## src/rtl/p405s_gpr_pkg.sv

```systemverilog
// rtl/p405s_gpr_pkg.sv - shared constants and stage record for the GPR write-port controller
package p405s_gpr_pkg;

  localparam int ADDR_W_DEF = 10;

  // One pipeline stage's destination tracking: target GPR and which port will write it
  typedef struct packed {
    logic [0:ADDR_W_DEF-1] addr;
    logic                  rpVld;
    logic                  lpVld;
  } gpr_stage_t;

endpackage

```

## src/rtl/p405s_gpr_addr_cmp.sv

```systemverilog
// rtl/p405s_gpr_addr_cmp.sv - valid-gated GPR address equality comparator
module p405s_gpr_addr_cmp #(
  parameter int ADDR_W = p405s_gpr_pkg::ADDR_W_DEF
) (
  input  logic              vld_i,
  input  logic [0:ADDR_W-1] a_i,
  input  logic [0:ADDR_W-1] b_i,
  output logic              eq_o
);

  assign eq_o = vld_i & (a_i == b_i);

endmodule

```

## src/rtl/p405s_gpr_wr_port_ctl.sv

```systemverilog
// rtl/p405s_gpr_wr_port_ctl.sv - exe/wb/lwb destination tracking, Rp/Lp write ports, load stall; option macro P405S_MORM_FWD_EN
module p405s_gpr_wr_port_ctl
  import p405s_gpr_pkg::*;
#(
  parameter int ADDR_W = ADDR_W_DEF
) (
  input  logic              CB,
  input  logic              resetCore,
  input  logic              dcdVld,
  input  logic              dcdHold,
  input  logic [0:ADDR_W-1] dcdRtAddr,
  input  logic              dcdRpWrEn,
  input  logic              dcdLpWrEn,
  input  logic              exeHold,
  input  logic              exeMulti,
  input  logic              exeFlush,
  input  logic              ldDataVld,
  input  logic [0:ADDR_W-1] preDcdRA,
  input  logic [0:ADDR_W-1] preDcdRB,
  output logic              dcdRAEqexeRpAddr,
  output logic              dcdRAEqexeMorMRpAddr,
  output logic              dcdRAEqwbRpAddr,
  output logic              dcdRAEqwbLpAddr,
  output logic              dcdRAEqlwbLpAddr,
  output logic              dcdRBEqexeRpAddr,
  output logic              dcdRBEqexeMorMRpAddr,
  output logic              dcdRBEqwbRpAddr,
  output logic              dcdRBEqwbLpAddr,
  output logic              dcdRBEqlwbLpAddr,
  output logic              gprRpWrEn,
  output logic [0:ADDR_W-1] gprRpWrAddr,
  output logic              gprLpWrEn,
  output logic [0:ADDR_W-1] gprLpWrAddr,
  output logic              ldStall
);

  gpr_stage_t        exe_q, exe_d;
  gpr_stage_t        wb_q, wb_d;
  logic [0:ADDR_W-1] lwbAddr_q, lwbAddr_d;
  logic              lwbVld_q, lwbVld_d;
  logic              adv;
  logic              issue_ok;

  // A new load cannot enter wb while an older one is still waiting for data,
  // which keeps lwb at one entry.
  assign ldStall  = exe_q.lpVld & (lwbVld_q | (wb_q.lpVld & ~ldDataVld));
  assign adv      = ~exeHold & ~ldStall;
  assign issue_ok = dcdVld & ~dcdHold;

  // exe stage: flush beats hold; otherwise capture decode when the pipe advances
  always_comb begin
    exe_d = exe_q;
    if (exeFlush) begin
      exe_d.rpVld = 1'b0;
      exe_d.lpVld = 1'b0;
    end else if (adv) begin
      exe_d.addr  = dcdRtAddr;
      exe_d.rpVld = issue_ok & dcdRpWrEn;
      exe_d.lpVld = issue_ok & dcdLpWrEn;
    end
  end

  // wb stage: take exe on advance, otherwise a bubble so nothing is written twice
  always_comb begin
    wb_d = '0;
    if (adv & ~exeFlush) begin
      wb_d = exe_q;
    end
  end

  // lwb: park a wb load that got no data; release it on its data beat
  always_comb begin
    lwbVld_d  = lwbVld_q;
    lwbAddr_d = lwbAddr_q;
    if (lwbVld_q & ldDataVld) begin
      lwbVld_d = 1'b0;
    end else if (wb_q.lpVld & ~ldDataVld) begin
      lwbVld_d  = 1'b1;
      lwbAddr_d = wb_q.addr;
    end
  end

  // Stage registers; reset drops everything including a parked load
  always_ff @(posedge CB or posedge resetCore) begin
    if (resetCore) begin
      exe_q     <= '0;
      wb_q      <= '0;
      lwbAddr_q <= '0;
      lwbVld_q  <= 1'b0;
    end else begin
      exe_q     <= exe_d;
      wb_q      <= wb_d;
      lwbAddr_q <= lwbAddr_d;
      lwbVld_q  <= lwbVld_d;
    end
  end

  assign gprRpWrEn   = wb_q.rpVld;
  assign gprRpWrAddr = wb_q.addr;

  // Lp port: the parked (older) load always has priority over the wb load
  always_comb begin
    gprLpWrEn   = 1'b0;
    gprLpWrAddr = '0;
    if (lwbVld_q & ldDataVld) begin
      gprLpWrEn   = 1'b1;
      gprLpWrAddr = lwbAddr_q;
    end else if (wb_q.lpVld & ldDataVld) begin
      gprLpWrEn   = 1'b1;
      gprLpWrAddr = wb_q.addr;
    end
  end

  // Comparator inputs, stage order: exeRp, exeMorMRp, wbRp, wbLp, lwbLp
  logic [0:ADDR_W-1] st_addr [5];
  logic [4:0]        st_vld;
  logic [4:0]        eq_ra;
  logic [4:0]        eq_rb;

`ifdef P405S_MORM_FWD_EN
  assign st_vld[1] = exe_q.rpVld & exeMulti;
`else
  logic unused_exeMulti;
  assign unused_exeMulti = exeMulti;
  assign st_vld[1]       = 1'b0;
`endif

  assign st_vld[0]  = exe_q.rpVld;
  assign st_vld[2]  = wb_q.rpVld;
  assign st_vld[3]  = wb_q.lpVld;
  assign st_vld[4]  = lwbVld_q;
  assign st_addr[0] = exe_q.addr;
  assign st_addr[1] = exe_q.addr;
  assign st_addr[2] = wb_q.addr;
  assign st_addr[3] = wb_q.addr;
  assign st_addr[4] = lwbAddr_q;

  for (genvar s = 0; s < 5; s++) begin : g_cmp
    p405s_gpr_addr_cmp #(.ADDR_W(ADDR_W)) u_ra (
      .vld_i(st_vld[s]), .a_i(preDcdRA), .b_i(st_addr[s]), .eq_o(eq_ra[s])
    );
    p405s_gpr_addr_cmp #(.ADDR_W(ADDR_W)) u_rb (
      .vld_i(st_vld[s]), .a_i(preDcdRB), .b_i(st_addr[s]), .eq_o(eq_rb[s])
    );
  end

  assign dcdRAEqexeRpAddr     = eq_ra[0];
  assign dcdRAEqexeMorMRpAddr = eq_ra[1];
  assign dcdRAEqwbRpAddr      = eq_ra[2];
  assign dcdRAEqwbLpAddr      = eq_ra[3];
  assign dcdRAEqlwbLpAddr     = eq_ra[4];
  assign dcdRBEqexeRpAddr     = eq_rb[0];
  assign dcdRBEqexeMorMRpAddr = eq_rb[1];
  assign dcdRBEqwbRpAddr      = eq_rb[2];
  assign dcdRBEqwbLpAddr      = eq_rb[3];
  assign dcdRBEqlwbLpAddr     = eq_rb[4];

endmodule

```

## config.mk

```make
export PLATFORM = sky130hd
export DESIGN_NAME = p405s_gpr_wr_port_ctl
export DESIGN_NICKNAME = d
export VERILOG_FILES = /design/src/rtl/p405s_gpr_pkg.sv /design/src/rtl/p405s_gpr_addr_cmp.sv /design/src/rtl/p405s_gpr_wr_port_ctl.sv
export SDC_FILE = /design/constraint.sdc
export NUM_CORES = 1
export LEC_CHECK = 0
export CAP_MARGIN = 30
export CORE_AREA = 2 2 83 85
export CTS_BUF_LIST = sky130_fd_sc_hd__clkbuf_8
export DETAILED_ROUTE_END_ITERATION = 6
export DIE_AREA = 0 0 85 87
export MAX_ROUTING_LAYER = met4
export PLACE_DENSITY = 0.72
export SETUP_SLACK_MARGIN = 0.1
export SLEW_MARGIN = 5
export SYNTH_ARGS = -nofsm -noshare
export SYNTH_HDL_FRONTEND = slang
export SYNTH_HIERARCHICAL = 1
export SYNTH_SLANG_ARGS = --single-unit
```

## constraint.sdc

```tcl
create_clock -name CB -period 2.7 [get_ports CB]
set_clock_uncertainty 0.15 [all_clocks]
set_input_delay 0.54 -clock CB [delete_from_list [all_inputs] [get_ports CB]]
set_output_delay 0.54 -clock CB [all_outputs]
set_load 0.05 [all_outputs]
```

==> results.md, run 1 <==
* Postcts setup bufs at 0
* Most frequent cells after synthesis: 100 x xnor2_1, 35 x dfrtp_1, 20 x nand4_1
* Clock power frac at around 26%
* Switching share of power at 33.0%
* Reg2Reg Setup Slack at ~1000 ps
* CP startpoint kind: input port
* Syn Area/Cell at roughly 10 µm²
* Final setup margin at about 140 ps
* Fin crit period at between 2000 and 3000 ps
* Row count at 30
* Register bit count reported by yosys at 35
* Clk pin slew, worst setup/hold paths at around 70 ps
* Fill cells at ~550
* CP endpoint kind: output port
* First-pass GRT wire length at 11.6 mm
* DR vias/cell at approximately 5.4
* Async set-reset flop share out of synthesis at 100%
* Layout cells sized above 1 at 17.4%
* Critical path class: input port to output port
* Grt ovf at 0
* Net Sw Power at ~0.0005 W
* Register area share after synthesis at between 30% and 40%
* P per Cell Area at about 390 nW/µm²
* Vias in the first global route at 2283
* Clock buffer depth at 2
* Tot GR Track Use at between 20% and 30%
* H-tree depth at 2
* Die area at about 7400 µm²
* Largest net degree at the start of global routing at 36
* DRC violation count after routing at 0
* Max Cap Viol at 0
* Maximum VDD drop at between 0.2 and 0.3 mV
* Synth unique cells at 28
* PortBufs at 69
* DR vias at 2366
* Critical Path AT at between 1500 and 2000 ps
* Mapped Cells at between 200 and 300
* CP max FO at 2
* Hold_buf cts at 0
* Status: finished clean
* Final Net Count at 402
* Sequential power share at about 43%
* Logic pwr share at 31.0%
* Top FF cell, synth: dfrtp_1
* Area grow syn2layout at 38.3%
* Clk Latency, worst-skew pair at between 200 and 300 ps
* Die X at 85 µm
* Clock Sink Count at 35
* Cell leakage power at approximately 1.4 nW
* TritonCTS Buffers at 5
* Most numerous cell in the Yosys netlist: xnor2_1
* Final setup vio count at 0
* Setup slack at placement at -9.03 ps
* Fin. max-slew vios at 0
* HPWL Detailed at 5.49 mm
* CTS tree: yes
* Initial core utilization at 42.8%
* Initial antenna violation count at 0
* Num ports at 73
* Final hold violation count at 0
* Total wire length after detailed routing at roughly 7 mm
* Per-cell routed wire length at 16.1 µm
* Post-synth top area share at between 30% and 40%
* Max Freq at just under 400 MHz
* Post-DRT Antenna Nets at 0
* Synth Warn # at 6
* Multi-input gate area at 1820 µm²
* Die Y at between 80 and 90 µm
* Number of synthesized flops with an enable pin at 0
* Max-slew headroom at around two fifths
* Diode count at 0
* Synth area leaders: dfrtp_1 31%, xnor2_1 31%, nand4_1 4.5%
* Worst slew pin tran at ~910 ps
* FF+latch area at slightly below 900 µm²
* Routability cong. at approximately 0.84
* Internal at between 0.001 and 0.0015 W
* 1st-iter DRT viols at roughly 100
* Final Util at between 50 and 60%
* DRT Pass-1 Iters at 4
* Syn Std Cell Area at 2810 µm²
* Worst Path Required at roughly 2000 ps
* Core Footprint at roughly 6600 µm²
* Yosys top cell by area: dfrtp_1
* Root buffer cell: clkbuf_8
* RSZ-0062 raised after global routing: false
* Hold WC Path Type: flop to flop
* Crit share post-route at 94.8%
## stage by stage
stage	hold WS (ps)	TNS (ps)	cell area [µm²]	cells	power, W
after floorplan	395	0	2810	287	0.000968
after global placement	429	0	3820	435	0.00113
after detailed placement	439	-9.03	3820	435	0.00115
after CTS	448	0	3880	442	0.00152
after global routing	470	0	3880	442	0.00160
final	453	0	3880	442	0.00151
## final cells by class
cell class              count  area share (%)
flip-flops and latches     35            22.6
clock buffers               6            2.13
inverters                  11            1.06
well taps                  80            2.58
clock inverters             1           0.129
multi-input cells         228            46.9
repair buffers             81            24.6
## metal layers
metal	global-route usage, %	up-vias	routed length, µm
li1	-	1148	-
met1	26.6	1122	3200
met2	31.9	80	3380
met3	3.79	16	329
met4	7.94	0	187
met5	-	-	0
## power by group through the flow
| stage | Clock (W) | Combinational, W | Sequential [W] |
|---|---|---|---|
| 2_1_floorplan | 0 | 0.000287 | 0.000681 |
| 3_3_place_gp | 0 | 0.000466 | 0.000663 |
| 3_5_place_dp | 0 | 0.000479 | 0.000666 |
| 4_1_cts | 0.000397 | 0.000471 | 0.000656 |
| 5_1_grt | 0.000425 | 0.000503 | 0.000667 |
| 6_report | 0.000387 | 0.000469 | 0.000656 |
## state kept, by name, summed over array words and instances, names as in the netlist
signal and cells:
exe_q 12, lwbAddr_q 10, gprRpWrAddr 10, gprRpWrEn 1
lwbVld_q 1, st_vld 1
## what timing repair did
item	CTS	global route
resized for setup	19	1
pin swaps	2	1
endpoints found under the setup margin	8	8
## worst max-delay path: stages
cell	delay (ps)
clkdlybuf4s50_1	480
buf_4	130
xnor2_1	110
nand4_1	170
nor3_2	260
buf_12	180
## cells in the final DEF (no fill, tap or decap), types with 7 or more instances in the layout
cell type        Yosys  layout
nor2b_1             10       9
a22oi_1              7       7
o31ai_1             10      10
buf_4                1      12
o32ai_1             10      10
mux2_2              10      10
clkdlybuf4s50_1      0      30
nand4_1             20      20
buf_12               0      20
nand3_1             10      10
inv_1               11      11
nor3b_1             12      12
nor3_2              10      10
xnor2_1            100     100
dfrtp_1             35      35
dlygate4sd2_1        0      19
## path summary, 6_finish.rpt
kind	start	end	cells past startpoint
max in group asynchronous	resetCore	lwbAddr_q[7]$_DFFE_PP0P_	3
hold / removal	exe_q[1]$_DFFE_PP0P_	gprRpWrEn$_DFF_PP0_	1
min in group asynchronous	resetCore	exe_q[10]$_DFFE_PP0P_	3
setup reg to reg	lwbVld_q$_DFFE_PP0P_	exe_q[7]$_DFFE_PP0P_	3
setup / recovery	preDcdRB[1]	dcdRBEqexeRpAddr	6
hold reg to reg	exe_q[1]$_DFFE_PP0P_	gprRpWrEn$_DFF_PP0_	1
## logic make-up (layout without fill, tap and decap cells)
family / count (synthesis) / count (layout) / share of synthesized area (%)
AO/OA/AOI/OAI: 32 / 32 / 9.04
XOR/XNOR: 100 / 100 / 31.2
buffers and inverters: 24 / 99 / 4.19
flip-flops: 35 / 35 / 31.2
multiplexers: 12 / 12 / 4.72
other: 1 / 2 / 0.134
AND/OR/NAND/NOR: 82 / 82 / 19.6
Power figures use the tool's default switching activity.
==> run 2, diff against run 1 <==
==> constraint.sdc (replaced) <==
create_clock -name CB -period 2.6 [get_ports CB]
set_clock_uncertainty 0.15 [all_clocks]
set_input_delay 0.52 -clock CB [delete_from_list [all_inputs] [get_ports CB]]
set_output_delay 0.52 -clock CB [all_outputs]
set_load 0.05 [all_outputs]
==> run 2 against run 1 <==
Clock-buffer cell count shrank 1. Flip-flop and latch count is the same. Clock power is essentially flat. Combinational power grew 10%. Global-route usage grew 0.63 points. First-iteration DRC count is the same. Largest power group unchanged. Critical path depth shrank 1. Sequential power grew 4.3%.
==> results.md, run 2 (synthesis gave the netlist of run 1 again) <==
* Status: finished clean
* Largest net degree at the start of global routing at 36
* RSZ-0062 raised after global routing: false
* Layout cells sized above 1 at between 20% and 30%
* Clock buffer depth at 2
* Cell leakage power at 1.52 nW
* Internal at between 0.001 and 0.0015 W
* PortBufs at approximately 70
* Most frequent cells in the layout: 99 x xnor2_1, 35 x dfrtp_1, 29 x clkdlybuf4s50_1, 26 x buf_4, 20 x nand4_1
* Clock Sink Count at 35
* Die area at between 7000 and 8000 µm²
* CP max FO at 5
* Final setup vio count at 0
* Met2 wire len at approximately 3.6 mm
* Fin. max-slew vios at 0
* 1st-iter DRT viols at between 100 and 150
* Maximum VDD drop at ~0.27 mV
* Total power at 0.00159 W
* H-tree depth at 2
* Core Footprint at between 6000 and 7000 µm²
* Area grow syn2layout at 45.2%
* CP startpoint kind: input port
* Metal3 WL at between 400 and 500 µm
* Worst Path Required at roughly 1900 ps
* Max Freq at ~410 MHz
* Root buffer cell: clkbuf_8
* Max Cap Viol at 0
* Design area at around 4000 µm²
* Hold depth at 1
* Logic pwr share at between 30% and 40%
* Vias in the first global route at between 2000 and 2500
* Sequential power share at 43.0%
* Row count at 30
* FF-to-FF Start: st_vld[3]$_DFF_PP0_
* DR vias/cell at between 5 and 6
* Grt ovf at 0
* Die Y at between 80 and 90 µm
* Max-slew headroom at roughly two fifths
* HPWL Detailed at 5.76 mm
* TritonCTS Buffers at 5
* Final Net Count at 421
* Worst Hold Path EP: gprRpWrEn$_DFF_PP0_
* Diode count at 0
* Net Sw Power at 0.000541 W
* Number of flip-flops in the largest register at 12
* Reg2reg path depth at 5
* Met1 WL at between 3 and 4 mm
* Post-DRT Antenna Nets at 0
* Routability cong. at 0.855
* RR Endpoint: exe_q[10]$_DFFE_PP0P_
* Critical Path AT at 1760 ps
* Num ports at 73
* Critical path class: input port to output port
* Clock power frac at 24.5%
* Worst slew pin tran at 914 ps
* Fin crit period at between 2000 and 2500 ps
* DRT Pass-1 Iters at 4
* First-pass GRT wire length at about 12 mm
* Fill cells at approximately 550
* Switching share of power at around a third
* Final hold violation count at 0
* Hold_buf cts at 0
* Hold WC Path Type: flop to flop
* Per-cell routed wire length at about 16 µm
* Top reg by flops: exe_q
* DRC violation count after routing at 0
* DR vias at around 2400
* Commonest non-fill, non-tap cell in the layout: xnor2_1
* Total wire length after detailed routing at between 7 and 8 mm
* Die X at 85 µm
* Placed inst area at ~4000 µm²
* Clk Latency, worst-skew pair at around 280 ps
* Initial antenna violation count at 0
* CP endpoint kind: output port
* Initial core utilization at between 40% and 50%
* P per Cell Area at between 300 and 400 nW/µm²
* CTS tree: yes
* Reg2Reg Setup Slack at between 700 and 800 ps
* HP Start: exe_q[1]$_DFFE_PP0P_
* Crit share post-route at 93.5%
* Top sig layer: met4
* Tot GR Track Use at between 20% and 30%
* Clk pin slew, worst setup/hold paths at around 70 ps
==> run 2: cell count changes in the layout (fill, tap and decap cells not counted), sizes merged <==
| cell | previous run | this run |
|---|---|---|
| buf | 32 | 49 |
| clkbuf | 6 | 7 |
| clkdlybuf4s50 | 30 | 29 |
| clkinvlp | 0 | 2 |
| dlygate4sd2 | 19 | 17 |
| dlymetal6s2s | 0 | 3 |
==> run 2: final cells by class <==
cell class | instances | area (µm²) | share of cell area (%)
multi-input cells | 228 | 1830 | 45.0
repair buffers | 100 | 1140 | 27.9
flip-flops and latches | 35 | 876 | 21.5
well taps | 80 | 100 | 2.45
clock buffers | 5 | 68.8 | 1.69
inverters | 11 | 41.3 | 1.01
clock inverters | 3 | 20.0 | 0.491
==> run 2: repair_timing <==
item                                   in CTS  in global routing
gates cloned                                0                  0
resized for setup                          22                  7
buffers inserted                            0                  1
setup endpoints to repair                   8                  7
endpoints found under the hold margin       0                  0
pin swaps                                   4                  5
==> run 2: layer usage <==
metal  up-vias  GRT usage, %
li1       1189             -
met2        96          35.6
met3         8          3.41
met1      1147          26.6
met4         0          5.48
met5         -             -
==> run 2: worst max-delay path, cell delays in order <==
cell	delay, ps
dlygate4sd2_1	370
xnor2_1	170
nand4_1	230
nor3_4	290
buf_12	170
==> run 2: worst max-delay path by stage <==
stage                                   startpoint          endpoint  slack [ps]  cells after the start
final                                  preDcdRB[5]  dcdRBEqexeRpAddr         170                      5
after CTS                              preDcdRB[3]  dcdRBEqexeRpAddr          60                      6
after global placement                 preDcdRB[5]  dcdRBEqexeRpAddr         -40                      5
after global routing                   preDcdRA[0]  dcdRAEqexeRpAddr         120                      5
after floorplan           gprRpWrAddr[5]$_DFF_PP0_   dcdRAEqwbLpAddr         230                      3
after detailed placement               preDcdRA[6]  dcdRAEqexeRpAddr         -80                      5
==> run 2: power by group through the flow <==
stage	clock (W)	sequential (W)	combinational, W
floorplan	0	0.000707	0.000298
global placement	0	0.000690	0.000503
detailed placement	0	0.000693	0.000520
CTS	0.000403	0.000682	0.000518
global route	0.000424	0.000692	0.000562
finish	0.000390	0.000684	0.000518
==> run 2: metrics by stage <==
step	setup WS (ps)	hold WS, ps	instances	util [%]	setup TNS [ps]
finish	169	456	462	62.1	0
global route	119	486	462	62.1	0
CTS	64.7	459	461	61.5	0
detailed placement	-76.8	446	453	60.2	-305
global placement	-40.3	430	453	60.2	-141
floorplan	231	395	287	-	0
